--- config.mk ---
export PLATFORM = sky130hd
export DESIGN_NAME = timer_entry_register
export DESIGN_NICKNAME = d
export VERILOG_FILES = /design/src/rtl/timer_entry_pkg.sv /design/src/rtl/key_debouncer.sv /design/src/rtl/timer_entry_register.sv
export SDC_FILE = /design/constraint.sdc
export NUM_CORES = 1
export LEC_CHECK = 0
export BUFFER_PORTS_ARGS = -buffer_cell sky130_fd_sc_hd__buf_4
export CAP_MARGIN = 20
export CORE_MARGIN = 8
export CORE_UTILIZATION = 56
export DETAILED_ROUTE_END_ITERATION = 7
export HOLD_SLACK_MARGIN = 0.1
export PLACE_DENSITY = 0.76
export SLEW_MARGIN = 25
export SYNTH_ARGS = -nofsm -noshare
export SYNTH_HDL_FRONTEND = slang
export SYNTH_HIERARCHICAL = 1
export SYNTH_SLANG_ARGS = --single-unit
export TNS_END_PERCENT = 20
--- constraint.sdc ---
create_clock -name clk -period 3.8 [get_ports clk]
set_input_delay 0.38 -clock clk [delete_from_list [all_inputs] [get_ports clk]]
set_output_delay 0.38 -clock clk [all_outputs]
set_load 0.05 [all_outputs]
--- src/rtl/timer_entry_pkg.sv ---
// ============================================================================
// Module   : timer_entry_pkg
// Purpose  : Shared types and constants for the microwave timer entry path.
// Revision : 1.0
// ============================================================================
`default_nettype none

package timer_entry_pkg;

    localparam int BCD_W        = 4;
    localparam int NUM_DIGITS   = 4;
    localparam int MAX_SEC_TENS = 5;
    localparam int MAX_DIGIT    = 9;
    localparam int DIG_CNT_W    = 3;
    localparam int DEB_CNT_W    = 8;

    typedef enum logic [1:0] {
        IDLE    = 2'd0,
        PRESS   = 2'd1,
        HELD    = 2'd2,
        RELEASE = 2'd3
    } key_state_t;

endpackage

`default_nettype wire

--- src/rtl/key_debouncer.sv ---
// ============================================================================
// Module   : key_debouncer
// Purpose  : Synchronises the keypad strobe/code and emits one accept strobe
//            per debounced press.
// Revision : 1.0
// ============================================================================
`default_nettype none

module key_debouncer
    import timer_entry_pkg::*;
#(
    parameter int DEBOUNCE_CYCLES = 4
) (
    input  logic             clk,
    input  logic             resetn,
    input  logic             i_loadn,
    input  logic [BCD_W-1:0] i_code,
    input  logic             i_clear,
    output logic             o_press_accept,
    output logic [BCD_W-1:0] o_code
);

    localparam logic [DEB_CNT_W:0] C_N = (DEB_CNT_W+1)'(DEBOUNCE_CYCLES);

    logic                 r_loadn_s1;
    logic                 r_loadn_s2;
    logic [BCD_W-1:0]     r_code_s1;
    logic [BCD_W-1:0]     r_code_s2;
    key_state_t           r_state;
    logic [DEB_CNT_W-1:0] r_cnt;

    key_state_t           w_state_nxt;
    logic [DEB_CNT_W-1:0] w_cnt_nxt;
    logic [DEB_CNT_W:0]   w_cnt_inc;
    logic                 w_accept;

    always_ff @(posedge clk or negedge resetn) begin
        if (!resetn) begin
            r_loadn_s1 <= 1'b1;
            r_loadn_s2 <= 1'b1;
            r_code_s1  <= '1;
            r_code_s2  <= '1;
            r_state    <= IDLE;
            r_cnt      <= '0;
        end else begin
            r_loadn_s1 <= i_loadn;
            r_loadn_s2 <= r_loadn_s1;
            r_code_s1  <= i_code;
            r_code_s2  <= r_code_s1;
            r_state    <= w_state_nxt;
            r_cnt      <= w_cnt_nxt;
        end
    end

    assign w_cnt_inc = {1'b0, r_cnt} + 1'b1;

    // The entry transition (IDLE->PRESS, HELD->RELEASE) already counts one
    // sample, so a single-sample debounce completes on that transition.
    always_comb begin
        w_state_nxt = r_state;
        w_cnt_nxt   = r_cnt;
        w_accept    = 1'b0;
        if (i_clear) begin
            w_state_nxt = IDLE;
            w_cnt_nxt   = '0;
        end else begin
            case (r_state)
                IDLE: begin
                    if (!r_loadn_s2) begin
                        if (C_N == 1) begin
                            w_accept    = 1'b1;
                            w_state_nxt = HELD;
                            w_cnt_nxt   = '0;
                        end else begin
                            w_state_nxt = PRESS;
                            w_cnt_nxt   = DEB_CNT_W'(1);
                        end
                    end
                end
                PRESS: begin
                    if (r_loadn_s2) begin
                        w_state_nxt = IDLE;
                        w_cnt_nxt   = '0;
                    end else if (w_cnt_inc == C_N) begin
                        w_accept    = 1'b1;
                        w_state_nxt = HELD;
                        w_cnt_nxt   = '0;
                    end else begin
                        w_cnt_nxt   = w_cnt_inc[DEB_CNT_W-1:0];
                    end
                end
                HELD: begin
                    if (r_loadn_s2) begin
                        if (C_N == 1) begin
                            w_state_nxt = IDLE;
                            w_cnt_nxt   = '0;
                        end else begin
                            w_state_nxt = RELEASE;
                            w_cnt_nxt   = DEB_CNT_W'(1);
                        end
                    end
                end
                RELEASE: begin
                    if (!r_loadn_s2) begin
                        w_state_nxt = HELD;
                        w_cnt_nxt   = '0;
                    end else if (w_cnt_inc == C_N) begin
                        w_state_nxt = IDLE;
                        w_cnt_nxt   = '0;
                    end else begin
                        w_cnt_nxt   = w_cnt_inc[DEB_CNT_W-1:0];
                    end
                end
                default: begin
                    w_state_nxt = IDLE;
                    w_cnt_nxt   = '0;
                end
            endcase
        end
    end

    assign o_press_accept = w_accept;
    assign o_code         = r_code_s2;

endmodule

`default_nettype wire

--- src/rtl/timer_entry_register.sv ---
// ============================================================================
// Module   : timer_entry_register
// Purpose  : 4-digit BCD MM:SS entry register with validated timer load.
// Revision : 1.0
// ============================================================================
`default_nettype none

module timer_entry_register
    import timer_entry_pkg::*;
#(
    parameter int DEBOUNCE_CYCLES = 4
) (
    input  logic                        clk,
    input  logic                        resetn,
    input  logic [BCD_W-1:0]            saida_cod,
    input  logic                        loadn,
    input  logic                        clearn,
    input  logic                        startn,
    input  logic                        running,
    output logic [BCD_W*NUM_DIGITS-1:0] digitos,
    output logic                        timer_load,
    output logic                        entry_valid
);

    localparam int DIG_W = BCD_W * NUM_DIGITS;

    logic                 r_startn_s1;
    logic                 r_startn_s2;
    logic                 r_startn_s3;
    logic                 r_clearn_s1;
    logic                 r_clearn_s2;
    logic [DIG_W-1:0]     r_digitos;
    logic [DIG_CNT_W-1:0] r_count;
    logic                 r_timer_load;
    logic                 r_entry_valid;

    logic                 w_press;
    logic [BCD_W-1:0]     w_code;
    logic                 w_clear;
    logic                 w_start_edge;
    logic                 w_start_ok;
    logic                 w_shift_ok;
    logic [BCD_W-1:0]     w_sec_tens;
    logic [DIG_W-1:0]     w_dig_nxt;
    logic [DIG_CNT_W-1:0] w_cnt_nxt;
    logic                 w_load_nxt;
    logic                 w_valid_nxt;

    key_debouncer #(
        .DEBOUNCE_CYCLES (DEBOUNCE_CYCLES)
    ) u_key_debouncer (
        .clk            (clk),
        .resetn         (resetn),
        .i_loadn        (loadn),
        .i_code         (saida_cod),
        .i_clear        (w_clear),
        .o_press_accept (w_press),
        .o_code         (w_code)
    );

    always_ff @(posedge clk or negedge resetn) begin
        if (!resetn) begin
            r_startn_s1   <= 1'b1;
            r_startn_s2   <= 1'b1;
            r_startn_s3   <= 1'b1;
            r_clearn_s1   <= 1'b1;
            r_clearn_s2   <= 1'b1;
            r_digitos     <= '0;
            r_count       <= '0;
            r_timer_load  <= 1'b0;
            r_entry_valid <= 1'b0;
        end else begin
            r_startn_s1   <= startn;
            r_startn_s2   <= r_startn_s1;
            r_startn_s3   <= r_startn_s2;
            r_clearn_s1   <= clearn;
            r_clearn_s2   <= r_clearn_s1;
            r_digitos     <= w_dig_nxt;
            r_count       <= w_cnt_nxt;
            r_timer_load  <= w_load_nxt;
            r_entry_valid <= w_valid_nxt;
        end
    end

    assign w_clear      = !r_clearn_s2;
    assign w_start_edge = !r_startn_s2 && r_startn_s3;
    assign w_sec_tens   = r_digitos[2*BCD_W-1:BCD_W];
    assign w_start_ok   = w_start_edge && !running && r_entry_valid &&
                          (w_sec_tens <= BCD_W'(MAX_SEC_TENS));
    assign w_shift_ok   = w_press && !running &&
                          (r_count != DIG_CNT_W'(NUM_DIGITS)) &&
                          (w_code <= BCD_W'(MAX_DIGIT));

    // Clear beats start beats shift; a load uses the pre-shift entry.
    always_comb begin
        w_dig_nxt  = r_digitos;
        w_cnt_nxt  = r_count;
        w_load_nxt = 1'b0;
        if (w_clear) begin
            w_dig_nxt = '0;
            w_cnt_nxt = '0;
        end else if (w_start_ok) begin
            w_load_nxt = 1'b1;
        end else if (w_shift_ok) begin
            w_dig_nxt = {r_digitos[BCD_W*(NUM_DIGITS-1)-1:0], w_code};
            w_cnt_nxt = r_count + 1'b1;
        end
    end

    assign w_valid_nxt = (w_cnt_nxt != '0) && (w_dig_nxt != '0);

    assign digitos     = r_digitos;
    assign timer_load  = r_timer_load;
    assign entry_valid = r_entry_valid;

endmodule

`default_nettype wire

# Word level (Yosys, flattened, before mapping)
# Index checks and enable logic that the tools add are counted.
# Widths: inputs -> output; s select.
[classes]
reduce_logical = 15
eq_ne = 9
order_cmp = 2
mux = 27
n_addsub = 2
[op_table]
columns = ["operator", "count"]
rows = [
  ["$mux 16", 3],
  ["$mux 8", 6],
  ["$pmux 8 s4", 1],
  ["$reduce_bool 16->1", 1],
  ["$mux 2", 7],
  ["$add 8x1->9 const B", 1],
  ["$eq 9x3->1 const B", 1],
  ["$mux 3", 3],
  ["$logic_and 1x1->1", 8],
  ["$pmux 2 s4", 1],
  ["$mux 1", 6],
  ["$ne 3x3->1 const B", 2],
  ["$eq 2x2->1 const B", 2],
  ["$le 4x3->1 const B", 1],
  ["$le 4x4->1 const B", 1],
  ["$ne 4x2->1 const B", 1],
  ["$ne 4x4->1 const B", 1],
  ["$reduce_and 4->1", 1],
  ["$add 3x1->3 const B", 1],
  ["$ne 3x2->1 const B", 1],
  ["$reduce_bool 3->1", 1],
  ["$eq 2x1->1 const B", 1],
  ["$logic_not 1->1", 2],
  ["$logic_not 2->1", 1],
  ["$reduce_and 2->1", 1],
]
[word_totals]
out_inout_bits = 18
register_bits = 46

# Longest topological paths before layout
# Gate-level depths: netlist (run 1).
[logic_depth]
ltp_word = 14
depth_mapped = 11
depth_no_buf = 9

# By module
# The synthesis (run 1) kept the hierarchy.
[by_module_without_submodules]
columns = ["module", "area_per_inst_um2", "n_inst", "cells_per_inst"]
rows = [
  ["timer_entry_register", 1184.9, 1, 122],
  ["key_debouncer", 867.1, 1, 72],
]

# Worst setup path after synthesis (run 1)
# OpenSTA, ideal clock, no wires.
[synth_timing]
kind = "register to register"
startpoint = "register u_key_debouncer.r_cnt[2]"
endpoint = "register r_entry_valid (netlist: entry_valid)"
path_buffers = 0
t_required_ns = 3.667
setup_ns = 0.133
path_slack_ns = 1.078
t_arrival_ns = 2.589
stages_incl_launch_ff = 9
path_cell_list = "dfrtp_1 > nand3_2 > or4_4 > a2111oi_4 > and4b_1 > nand4b_2 > or4_1 > a21oi_1 > a211oi_1"
[synth_between]
elab_chain_cells = 14
elab_cells_between_ends = 18
classes_between = "add/sub (1); eq/ne (1); mux (10); reduce/logical (6)"
[synth_lines]
columns = ["element", "line", "text"]
rows = [
  ["start, declared", "key_debouncer.sv:30", "logic [DEB_CNT_W-1:0] r_cnt;"],
  ["start signal, assigned", "key_debouncer.sv:51", "r_cnt <= w_cnt_nxt;"],
  ["$add 8x1->9 *", "key_debouncer.sv:55", "assign w_cnt_inc = {1'b0, r_cnt} + 1'b1;"],
  ["$eq 9x3->1 *", "key_debouncer.sv:84", "end else if (w_cnt_inc == C_N) begin"],
  ["$mux 1 *", "key_debouncer.sv:84", ""],
  ["$mux 1 *", "key_debouncer.sv:81", "if (r_loadn_s2) begin"],
  ["$mux 1 *", "key_debouncer.sv:67", "case (r_state)"],
  ["$mux 1 *", "key_debouncer.sv:63", "if (i_clear) begin"],
  ["via w_press", "timer_entry_register.sv:37", "logic w_press;"],
  ["$logic_and 1x1->1 * (2 in series)", "timer_entry_register.sv:90", "assign w_shift_ok = w_press && !running &&"],
  ["$logic_and 1x1->1 *", "timer_entry_register.sv:91", "(r_count != DIG_CNT_W'(NUM_DIGITS)) &&"],
  ["$mux 16 / $mux 3 (equally long branches)", "timer_entry_register.sv:104", "end else if (w_shift_ok) begin"],
  ["$mux 16 / $mux 3 (equally long branches)", "timer_entry_register.sv:102", "end else if (w_start_ok) begin"],
  ["$mux 16 / $mux 3 (equally long branches)", "timer_entry_register.sv:99", "if (w_clear) begin"],
  ["$reduce_bool 16->1 / $reduce_bool 3->1 (equally long branches)", "timer_entry_register.sv:110", "assign w_valid_nxt = (w_cnt_nxt != '0) && (w_dig_nxt != '0);"],
  ["$logic_and 1x1->1 *", "timer_entry_register.sv:110", ""],
  ["via w_valid_nxt", "timer_entry_register.sv:47", "logic w_valid_nxt;"],
  ["end signal, assigned", "timer_entry_register.sv:81", "r_entry_valid <= w_valid_nxt;"],
  ["end, declared", "timer_entry_register.sv:35", "logic r_entry_valid;"],
]
# Mark *: on every way through the listed nets, which the timed path passes. The rest lies on a longest branch.
# A chain may end at the register's enable or synchronous reset.

# Worst setup path after layout (run 1)
[layout_timing]
startpoint = "register u_key_debouncer.r_cnt[2]"
endpoint = "register r_count[0]"
[layout_between]
elab_chain_cells = 12
[layout_lines]
columns = ["element", "line", "text"]
rows = [
  ["$add 8x1->9", "key_debouncer.sv:55", ""],
  ["$eq 9x3->1", "key_debouncer.sv:84", ""],
  ["$mux 1", "key_debouncer.sv:84", ""],
  ["$mux 1", "key_debouncer.sv:81", ""],
  ["$mux 1", "key_debouncer.sv:67", ""],
  ["$mux 1", "key_debouncer.sv:63", ""],
  ["via w_press", "timer_entry_register.sv:37", ""],
  ["$logic_and 1x1->1 (2 in series)", "timer_entry_register.sv:90", ""],
  ["$logic_and 1x1->1", "timer_entry_register.sv:91", ""],
  ["$mux 3", "timer_entry_register.sv:104", ""],
  ["$mux 3", "timer_entry_register.sv:102", ""],
  ["$mux 3", "timer_entry_register.sv:99", ""],
  ["via w_cnt_nxt[0]", "timer_entry_register.sv:45", "logic [DIG_CNT_W-1:0] w_cnt_nxt;"],
  ["end signal, assigned", "timer_entry_register.sv:79", "r_count <= w_cnt_nxt;"],
  ["end, declared", "timer_entry_register.sv:33", "logic [DIG_CNT_W-1:0] r_count;"],
]
# The timed path passes the listed nets, and every way through them passes these cells.

==> run summary, run 1 <==
Final hold viol count - 0
CTS HTree Levels - 2
Dominant synthesized flop cell - dfrtp_1
Post-layout total power - 788 uW
Required time at the worst-slack endpoint - 4030 ps
Total number of nets in the final design - 244
Number of DRC markers after the initial detailed-route iteration - 151
Final sum of negative setup slack - 0 ps
DPL Wire Length - 3.03 mm
Clock period minus worst slack - 3110 ps
Fmax achieved - 322 MHz
Power per cell area - 325 nW/um2
Count of port buffers added during placement - 27
Number of rows created at floorplan - 22
Die ar. - 5860 um2
Vertical extent of the die - 76.5 um
Type of element launching the critical path - flip-flop
Unrepaired setup endpoints after global routing - false
Depth of the worst register-to-register path - 8
Leakage - 0.00105 uW
Warning count from the yosys run - 6
Commonest non-fill, non-tap cells in the layout - 38 x nand2_1, 31 x dfrtp_1, 27 x buf_4
Cell chosen for the clock root - clkbuf_4
Synth cell types - 44
Largest net degree at the start of global routing - 47
ANT cells - 0
Number of global-route vias before repair - 1,680
Transition at the pin with the smallest max-transition slack - 744 ps
Clock buffer depth - 2
Maximum ir drop on the vdd rail - 0.215 mV
Routed length on met1 - 1.85 mm
Per-cell via count in the routed design - 5.67
Count of flip-flops with a built-in enable after synthesis - 0
Worst-path clk slew - 140 ps
Detailed-route wire length per cell - 15.3 um
Remaining routing DRC violations - 0
Gr ovfl total - 0
Number of instances in the synthesized netlist - 194
Run status - finished, final reports clean
Mean Syn Cell Area - 10.6 um2
Final setup violation count - 0
CTS tree - built
Path length in cells of the critical path - 8
Routed length on met2 - 2.07 mm
Cell depth of the worst hold path - 0
Hold slack - 366 ps
Detail Route met3 WL - 289 um
Cells along the critical path - nand3_2 > or4_4 > a2111oi_4 > and4b_1 > nand4b_2 > nor2_2 > xnor2_1 > nor2_1
Layout Area Growth over Synthesis - 18.3%
Clock insertion delay at the later pin of the skew report - 360 ps
Pre-Repair DR Iteration Count - 4
Count of antenna-violating nets left after detailed routing - 0
Fraction of layout instances using a drive strength above 1 - 25.5%
Number of buffer and inverter stages on the critical path - 0
Sequential cell area fraction in the yosys report - 57.0%
Final worst clock skew - 12.6 ps
Wire length of the first global-routing pass - 7.65 mm
Antenna violations before repair - 0
I/O pins - 28
Maximum fanout encountered on the critical timing path - 16
Postcts setup bufs - 0
GRT Resource Usage Total - 15.4%
Max-slew headroom at the worst pin - 50.0%
Maximum single-stage delay on the critical path - 560 ps
Final number of max-transition violations - 0
Final critical-path share of the clock period - 81.7%
Max-capacitance violation count - 0
Worst setup EP type - flip-flop
Clock buffers created by TritonCTS - 5
Commonest non-fill, non-tap cell in the layout - nand2_1
Vias post-DR - 1,583
Worst path slowest cell - or4_4
Net count after synthesis - 208
Mapped Area - 2050 um2
Number of clock sinks seen by CTS - 46
CTS-repair resized insts - 0
Effective utilization at floorplan - 57.3%
Post-detailed-routing wire length - 4.26 mm
CP delay by family, top - simple AND/OR/NAND/NOR gates
Width of the die - 76.5 um
DR top layer - met4
Critical path data arrival time - 3330 ps
Share of async-settable or async-resettable flops after synthesis - 100%
Final Wtd Congestion - 0.977
Crit path kind - reg2reg
# fillers - 287
Core region area - 3580 um2
Classification of the worst-slack hold path - reg2reg
Register bit total from synthesis - 46
-- worst paths after layout --
kind,from,to,slack (ps)
max,u_key_debouncer/r_cnt[2],r_count[0],690
min reg2reg,u_key_debouncer/r_code_s1[3],u_key_debouncer/o_code[3],370
max reg2reg,u_key_debouncer/r_cnt[2],r_count[0],690
min in group asynchronous,resetn,digitos[11],530
min,u_key_debouncer/r_code_s1[3],u_key_debouncer/o_code[3],370
max in group asynchronous,resetn,u_key_debouncer/r_loadn_s2,2890
-- state kept, by name (all words and copies together), names as in the netlist, 2 cells and up --
name / count
u_key_debouncer/r_state: 2
u_key_debouncer/r_code_s1: 4
u_key_debouncer/r_cnt: 8
r_count: 3
u_key_debouncer/o_code: 4
digitos: 16
-- metal layers --
layer / track usage [%] / vias to the layer above
met4: 3.65 / 0
li1: - / 759
met2: 26.0 / 49
met5: 0 / -
met3: 5.07 / 7
met1: 18.4 / 768
-- where the power goes --
part	leakage (uW)	internal, uW	switching [uW]	total [uW]
Sequential	0.000589	506	7.01	513
Combinational	0.000427	16.4	21.2	37.5
Clock	0.0000361	76.3	161	238
Total	0.00105	598	189	788
-- worst register-to-register path, delay by kind of cell (launching register included) --
family	cells	cell delay [ps]
xor gates and xnor gates	1	190
AOI/OAI and AO/OA	1	470
and+or+nand+nor	6	1850
DFF	1	480
-- cells in the mapped netlist (2+ instances only) --
cell type,count,area (um2)
nand2_1,38,143
dfrtp_1,31,776
a21oi_1,20,100
dfstp_2,15,394
nor2_1,12,45.0
o21ai_0,7,35.0
inv_1,5,18.8
xnor2_1,5,43.8
ha_1,4,50.1
nand3_1,4,20.0
nor3_1,3,15.0
nor4_1,3,18.8
o31ai_1,3,22.5
or4_1,3,22.5
xor2_1,3,26.3
a211oi_1,2,15.0
and4b_1,2,20.0
buf_2,2,10.0
clkbuf_1,2,7.51
nand2b_1,2,12.5
nand3b_1,2,15.0
nand4b_2,2,30.0
nor2b_1,2,12.5
o21a_1,2,15.0
-- repair_timing --
item                                   in CTS  in global routing
hold buffers                                7                  1
setup endpoints to repair                   0                  0
endpoints found under the hold margin      37                  1
-- kinds of logic (layout without fill, tap and decap cells) --
family | Yosys count | in the layout | share of synthesized area (%)
xor+xnor | 8 | 8 | 3.41
simple gates | 81 | 81 | 20.6
flops | 46 | 46 | 57.0
fa+ha+maj | 4 | 4 | 2.44
compound gates | 44 | 44 | 14.2
buf+inv | 11 | 48 | 2.32
-- cell type report --
class / count / area, um2 / area share (%)
Clock inverter: 3 / 23.8 / 0.979
Inverter: 5 / 18.8 / 0.773
Multi-Input combinational cell: 137 / 835 / 34.4
Sequential cell: 46 / 1170 / 48.2
Clock buffer: 5 / 37.5 / 1.55
Tap cell: 48 / 60.1 / 2.47
Timing Repair Buffer: 35 / 283 / 11.6
-- stage by stage --
stage	cells	setup slack, ps	utilization, %	area, um2
2_1_floorplan	194	1080	-	2050
3_3_place_gp	263	893	63.9	2290
3_5_place_dp	263	743	63.9	2290
4_1_cts	278	717	67.6	2420
5_1_grt	279	421	67.8	2430
6_report	279	694	67.8	2430
Note: power is estimated with default switching activity, not from simulation.
==> run 2: changes to the inputs <==
Settings changed: ABC_AREA from default to 1, CORE_UTILIZATION 56 to 57.
Clock period 3.8 ns to 3.2 ns, I/O delays scaled along.
==> run summary, run 2 <==
Number of clock sinks seen by CTS - 46
Mean Syn Cell Area - 8.47 um2
Count of port buffers added during placement - 27
Share of async-settable or async-resettable flops after synthesis - 100%
Pre-Repair DR Iteration Count - 5
Launch point of the worst path - u_key_debouncer/r_cnt[0]
Leakage - 0.00151 uW
Final critical-path share of the clock period - 85.9%
Cell depth of the worst hold path - 1
Critical path data arrival time - 2950 ps
Cell chosen for the clock root - clkbuf_8
Synth top cells by count - 62 x inv_1, 55 x nand2_1, 38 x nand3_1
Final sum of negative setup slack - 0 ps
DPL Wire Length - 3.34 mm
Clock buffer depth - 2
Number of instances in the synthesized netlist - 274
Run status - finished, final reports clean
Power per cell area - 429 nW/um2
Maximum fanout encountered on the critical timing path - 20
Effective utilization at floorplan - 58.4%
Met3 track demand over resource in global routing - 3.27%
Final hold viol count - 0
Core region area - 3970 um2
Total number of nets in the final design - 318
Count of flip-flops with a built-in enable after synthesis - 0
Number of global-route vias before repair - 1,843
Setup slack, reg-to-reg - 450 ps
Cell type contributing the most total cell area after synthesis - dfrtp_1
Vias post-DR - 1,797
Detailed-route wire length per cell - 12.9 um
Dpl cells - 345
I/O pins - 28
Dominant synthesized flop cell - dfrtp_1
Final setup violation count - 0
Clock period minus worst slack - 2750 ps
Width of the die - 79.8 um
Largest net degree at the start of global routing - 47
Required time at the worst-slack endpoint - 3400 ps
Number of DRC markers after the initial detailed-route iteration - 147
Final worst clock skew - 8.47 ps
Antenna violations before repair - 0
Met1 capacity usage during global routing - 20.2%
Clock insertion delay at the later pin of the skew report - 300 ps
Type of element launching the critical path - flip-flop
Gr ovfl total - 0
Fraction of layout instances using a drive strength above 1 - 23.6%
Wire length of the first global-routing pass - 8.06 mm
Remaining routing DRC violations - 0
Largest cells by area after synthesis - dfrtp_1 33%, dfstp_2 17%, inv_1 10%
Per-cell via count in the routed design - 5.06
Max-capacitance violation count - 0
Final number of max-transition violations - 0
Most frequently used cell type in the post-synthesis netlist - inv_1
Max-slew headroom at the worst pin - 64.0%
Crit Reg-Reg Startpoint - u_key_debouncer/r_cnt[0]
Final cell count without fillers - 355
Unrepaired setup endpoints after global routing - false
Net count after synthesis - 288
Depth of the worst register-to-register path - 16
Die ar. - 6370 um2
Commonest non-fill, non-tap cells in the layout - 62 x inv_1, 55 x nand2_1, 38 x nand3_1
Fmax achieved - 364 MHz
Synth cell types - 34
Mapped Area - 2320 um2
Maximum ir drop on the vdd rail - 0.365 mV
Layout Area Growth over Synthesis - 15.6%
Post-detailed-routing wire length - 4.58 mm
Busiest layer in global routing - met2
GRT Resource Usage Total - 15.8%
Worst setup EP type - flip-flop
Final Wtd Congestion - 0.892
Fraction of synthesized cell area taken by the top area cell type - 33.4%
Worst-path clk slew - 90 ps
Transition at the pin with the smallest max-transition slack - 540 ps
Number of rows created at floorplan - 23
Capture point of the worst path - entry_valid
Commonest non-fill, non-tap cell in the layout - inv_1
Warning count from the yosys run - 6
Sequential cell area fraction in the yosys report - 50.4%
Classification of the worst-slack hold path - in2reg
Worst reg2reg path endpoint - entry_valid
ANT cells - 0
Clock buffers created by TritonCTS - 5
Met2 usage - 24.4%
Crit path kind - reg2reg
Count of antenna-violating nets left after detailed routing - 0
CTS tree - built
Vertical extent of the die - 79.8 um
Register bit total from synthesis - 46
CTS HTree Levels - 2
Number of flip-flops in the largest register - 16
[run 2: per-stage QoR]
step | total power, uW | hold WS, ps | setup WS, ps | utilization, % | instance area, um2
after detailed placement | 726 | 347 | 369 | 64.0 | 2540
after global placement | 721 | 346 | 483 | 64.0 | 2540
final | 1150 | 120 | 452 | 67.5 | 2680
after CTS | 1150 | 114 | 327 | 67.1 | 2670
after global routing | 1200 | 101 | 164 | 67.5 | 2680
after floorplan | 689 | 24.4 | 695 | - | 2320
[run 2: how the worst min path moves through the flow]
stage	from	end	slack, ps
finish	loadn	u_key_debouncer/r_loadn_s1	120
global route	saida_cod[1]	u_key_debouncer/r_code_s1[1]	100
CTS	clearn	r_clearn_s1	110
detailed placement	u_key_debouncer/r_code_s1[2]	u_key_debouncer/o_code[2]	350
global placement	resetn	u_key_debouncer/r_cnt[7]	350
floorplan	resetn	digitos[0]	20
[run 2: cell type report]
type                            instances  area, um2
Clock buffer                            5       68.8
Clock inverter                          3       45.0
Fill cell                             346       1290
Inverter                               63        236
Multi-Input combinational cell        158        870
Sequential cell                        46       1170
Tap cell                               50       62.6
Timing Repair Buffer                   30        230
[run 2: where the power goes]
part	internal (uW)	leakage (uW)	total, uW	switching (uW)
clock network	232	0.0000504	433	201
logic	28.7	0.000872	85.7	57.0
registers	607	0.000588	632	24.4
[run 2: cell families after synthesis]
| kind of cell | share of synthesized area [%] |
|---|---|
| xor+xnor | 0.755 |
| simple gates | 30.0 |
| flops | 50.4 |
| compound gates | 4.26 |
| fa+ha+maj | 2.16 |
| buf+inv | 12.4 |
[run 2: per-layer routing]
| layer | wire (um) | part of all wire, % | up-vias |
|---|---|---|---|
| met3 | 275 | 6.0 | 10 |
| met2 | 2140 | 47 | 45 |
| met4 | 69 | 1.5 | 0 |
| li1 | - | - | 904 |
| met5 | 0 | 0 | - |
| met1 | 2100 | 46 | 838 |
[run 2: repair_timing]
item                                    in CTS  in global routing
endpoints found under the setup margin       0                  1
hold endpoints to repair                    31                  1
hold buffers                                 1                  1
resized for setup                            0                  1
setup buffers                                0                  0
[run 2: worst max-delay path, cell delays in order, from the launching register on]
cell	delay, ps
dfrtp_1	460
ha_1	260
nand2_1	110
nand3_1	90
nor2_1	120
nand2_1	60
inv_1	90
nand2_4	80
nor4_2	260
nand3_4	140
nor2_8	240
nand2_4	190
or2_1	260
nand3_2	70
nand2_1	50
nor2_1	100
nor2_1	60
==> run 3: changes to the inputs <==
Settings changed: BUFFER_PORTS_ARGS -buffer_cell sky130_fd_sc_hd__buf_4 to -buffer_cell sky130_fd_sc_hd__buf_2, CORE_UTILIZATION 57 to 62, GPL_TIMING_DRIVEN from default to 1, PLACE_DENSITY 0.76 to 0.82.
Clock period 3.2 ns to 3.5 ns, I/O delays scaled along.
==> run summary, run 3 (synthesized netlist as in run 2, its figures left out) <==
Dpl cells - 343
Final critical-path share of the clock period - 80.4%
Power per cell area - 394 nW/um2
Pre-Repair DR Iteration Count - 4
Final number of max-transition violations - 0
Final sum of negative setup slack - 0 ps
Commonest non-fill, non-tap cells in the layout - 62 x inv_1, 55 x nand2_1, 38 x nand3_1
DPL Wire Length - 3.32 mm
Maximum fanout encountered on the critical timing path - 20
Critical path data arrival time - 3020 ps
Worst-path clk slew - 90 ps
Depth of the worst register-to-register path - 17
Power share of the sequential group - 56.4%
Die ar. - 5960 um2
Unrepaired setup endpoints after global routing - false
Sequential cell area - 1170 um2
Final Wtd Congestion - 0.883
CTS tree - built
Detailed-route wire length per cell - 12.7 um
GRT Resource Usage Total - 16.1%
# fillers - 301
I/O pins - 28
Antenna violations before repair - 0
Capture point of the worst path - entry_valid
Net switching power figure - 260 uW
Crit path kind - reg2reg
Count of port buffers added during placement - 27
Multi-input logic area - 863 um2
Width of the die - 77.2 um
Final hold viol count - 0
Effective utilization at floorplan - 63.9%
Core region area - 3630 um2
Fraction of layout instances using a drive strength above 1 - 23.4%
Launch point of the worst path - u_key_debouncer/r_cnt[0]
Internal power contribution - 762 uW
Transition at the pin with the smallest max-transition slack - 551 ps
Number of flip-flops in the largest register - 16
Final worst clock skew - 10.1 ps
Largest net degree at the start of global routing - 47
Required time at the worst-slack endpoint - 3710 ps
Number of DRC markers after the initial detailed-route iteration - 145
Total number of nets in the final design - 317
Gr ovfl total - 0
Per-cell via count in the routed design - 5.25
CTS HTree Levels - 2
Clock period minus worst slack - 2810 ps
Layout Area Growth over Synthesis - 11.8%
Cell chosen for the clock root - clkbuf_8
Run status - finished, final reports clean
Comb pwr share - 7.4%
Classification of the worst-slack hold path - in2reg
Sw frac - 25.4%
ANT cells - 0
Vertical extent of the die - 77.2 um
Clock buffers created by TritonCTS - 5
Leakage - 0.00150 uW
Number of rows created at floorplan - 22
Final core utilization - 71.4%
Post-detailed-routing wire length - 4.48 mm
Fmax achieved - 356 MHz
Setup slack, reg-to-reg - 690 ps
Count of antenna-violating nets left after detailed routing - 0
Wire length of the first global-routing pass - 7.88 mm
Worst setup EP type - flip-flop
Max-capacitance violation count - 0
Final setup violation count - 0
Type of element launching the critical path - flip-flop
Vias post-DR - 1,847
Worst reg2reg path endpoint - entry_valid
Maximum ir drop on the vdd rail - 0.251 mV
Number of clock sinks seen by CTS - 46
Clock group share of total power - 36.3%
Clock insertion delay at the later pin of the skew report - 310 ps
Number of global-route vias before repair - 1,796
Clock buffer depth - 2
Max-slew headroom at the worst pin - 63.3%
Crit Reg-Reg Startpoint - u_key_debouncer/r_cnt[0]
Remaining routing DRC violations - 0
Final cell count without fillers - 352
Commonest non-fill, non-tap cell in the layout - inv_1
-- run 3: cell count changes in the layout (fill, tap and decap cells not counted), sizes merged --
cell,previous run,this run
bufinv,1,0
dlygate4sd3,2,1
clkbuf,5,6
-- run 3: cell type report --
cell class | instances | area share (%)
tap | 48 | 2.32
clock buffer | 6 | 3.62
clock inverter | 2 | 0.579
multi-input combinational | 158 | 33.3
timing repair buffer | 29 | 5.98
sequential | 46 | 45.1
inverter | 63 | 9.12
-- run 3: what timing repair did --
item | 4_1_cts | 5_1_grt
resized for setup | 0 | 0
hold buffers | 0 | 1
hold endpoints to repair | 0 | 31
buffers inserted | 0 | 0
-- run 3: worst min-delay path by stage --
stage	from	end	slack [ps]	cells past startpoint
2_1_floorplan	resetn	digitos[0]	50	0
3_3_place_gp	u_key_debouncer/r_code_s1[0]	u_key_debouncer/o_code[0]	350	0
3_5_place_dp	r_clearn_s1	r_clearn_s2	350	0
4_1_cts	saida_cod[0]	u_key_debouncer/r_code_s1[0]	130	1
5_1_grt	saida_cod[2]	u_key_debouncer/r_code_s1[2]	120	1
6_report	startn	r_startn_s1	140	1
-- run 3: critical path: stages (launching register included) --
cell and delay [ps]:
dfrtp_1 470, ha_1 230, nand2_1 100, inv_1 90, nand2_1 50, nand2_1 80
nand2_1 50, inv_1 80, nand2_4 70, nor4_1 380, nand3_4 150, nor2_8 250
nand2_4 200, or2_1 260, nand3_2 70, nand2_1 50, nor2_1 90, nor2_1 50
-- run 3: stage by stage --
stage	power (uW)	setup slack, ps	instance area, um2	hold WS [ps]
detailed placement	660	712	2470	349
finish	1020	687	2590	139
global placement	656	784	2470	345
CTS	1030	681	2580	128
floorplan	630	995	2320	54.4
global route	1070	373	2590	116
-- run 3: metal layers --
metal / GRT usage [%] / part of all wire (%)
met2: 25.0 / 48
met4: 5.66 / 1.3
met3: 5.59 / 6.6
met1: 20.3 / 44
met5: 0 / 0
-- run 3: power groups by stage --
stage               sequential, uW  clock, uW  combinational, uW
detailed placement             586          0               74.3
CTS                            576        378               74.6
global placement               584          0               71.5
floorplan                      578          0               52.0
finish                         576        371               75.3
global route                   580        402               85.8
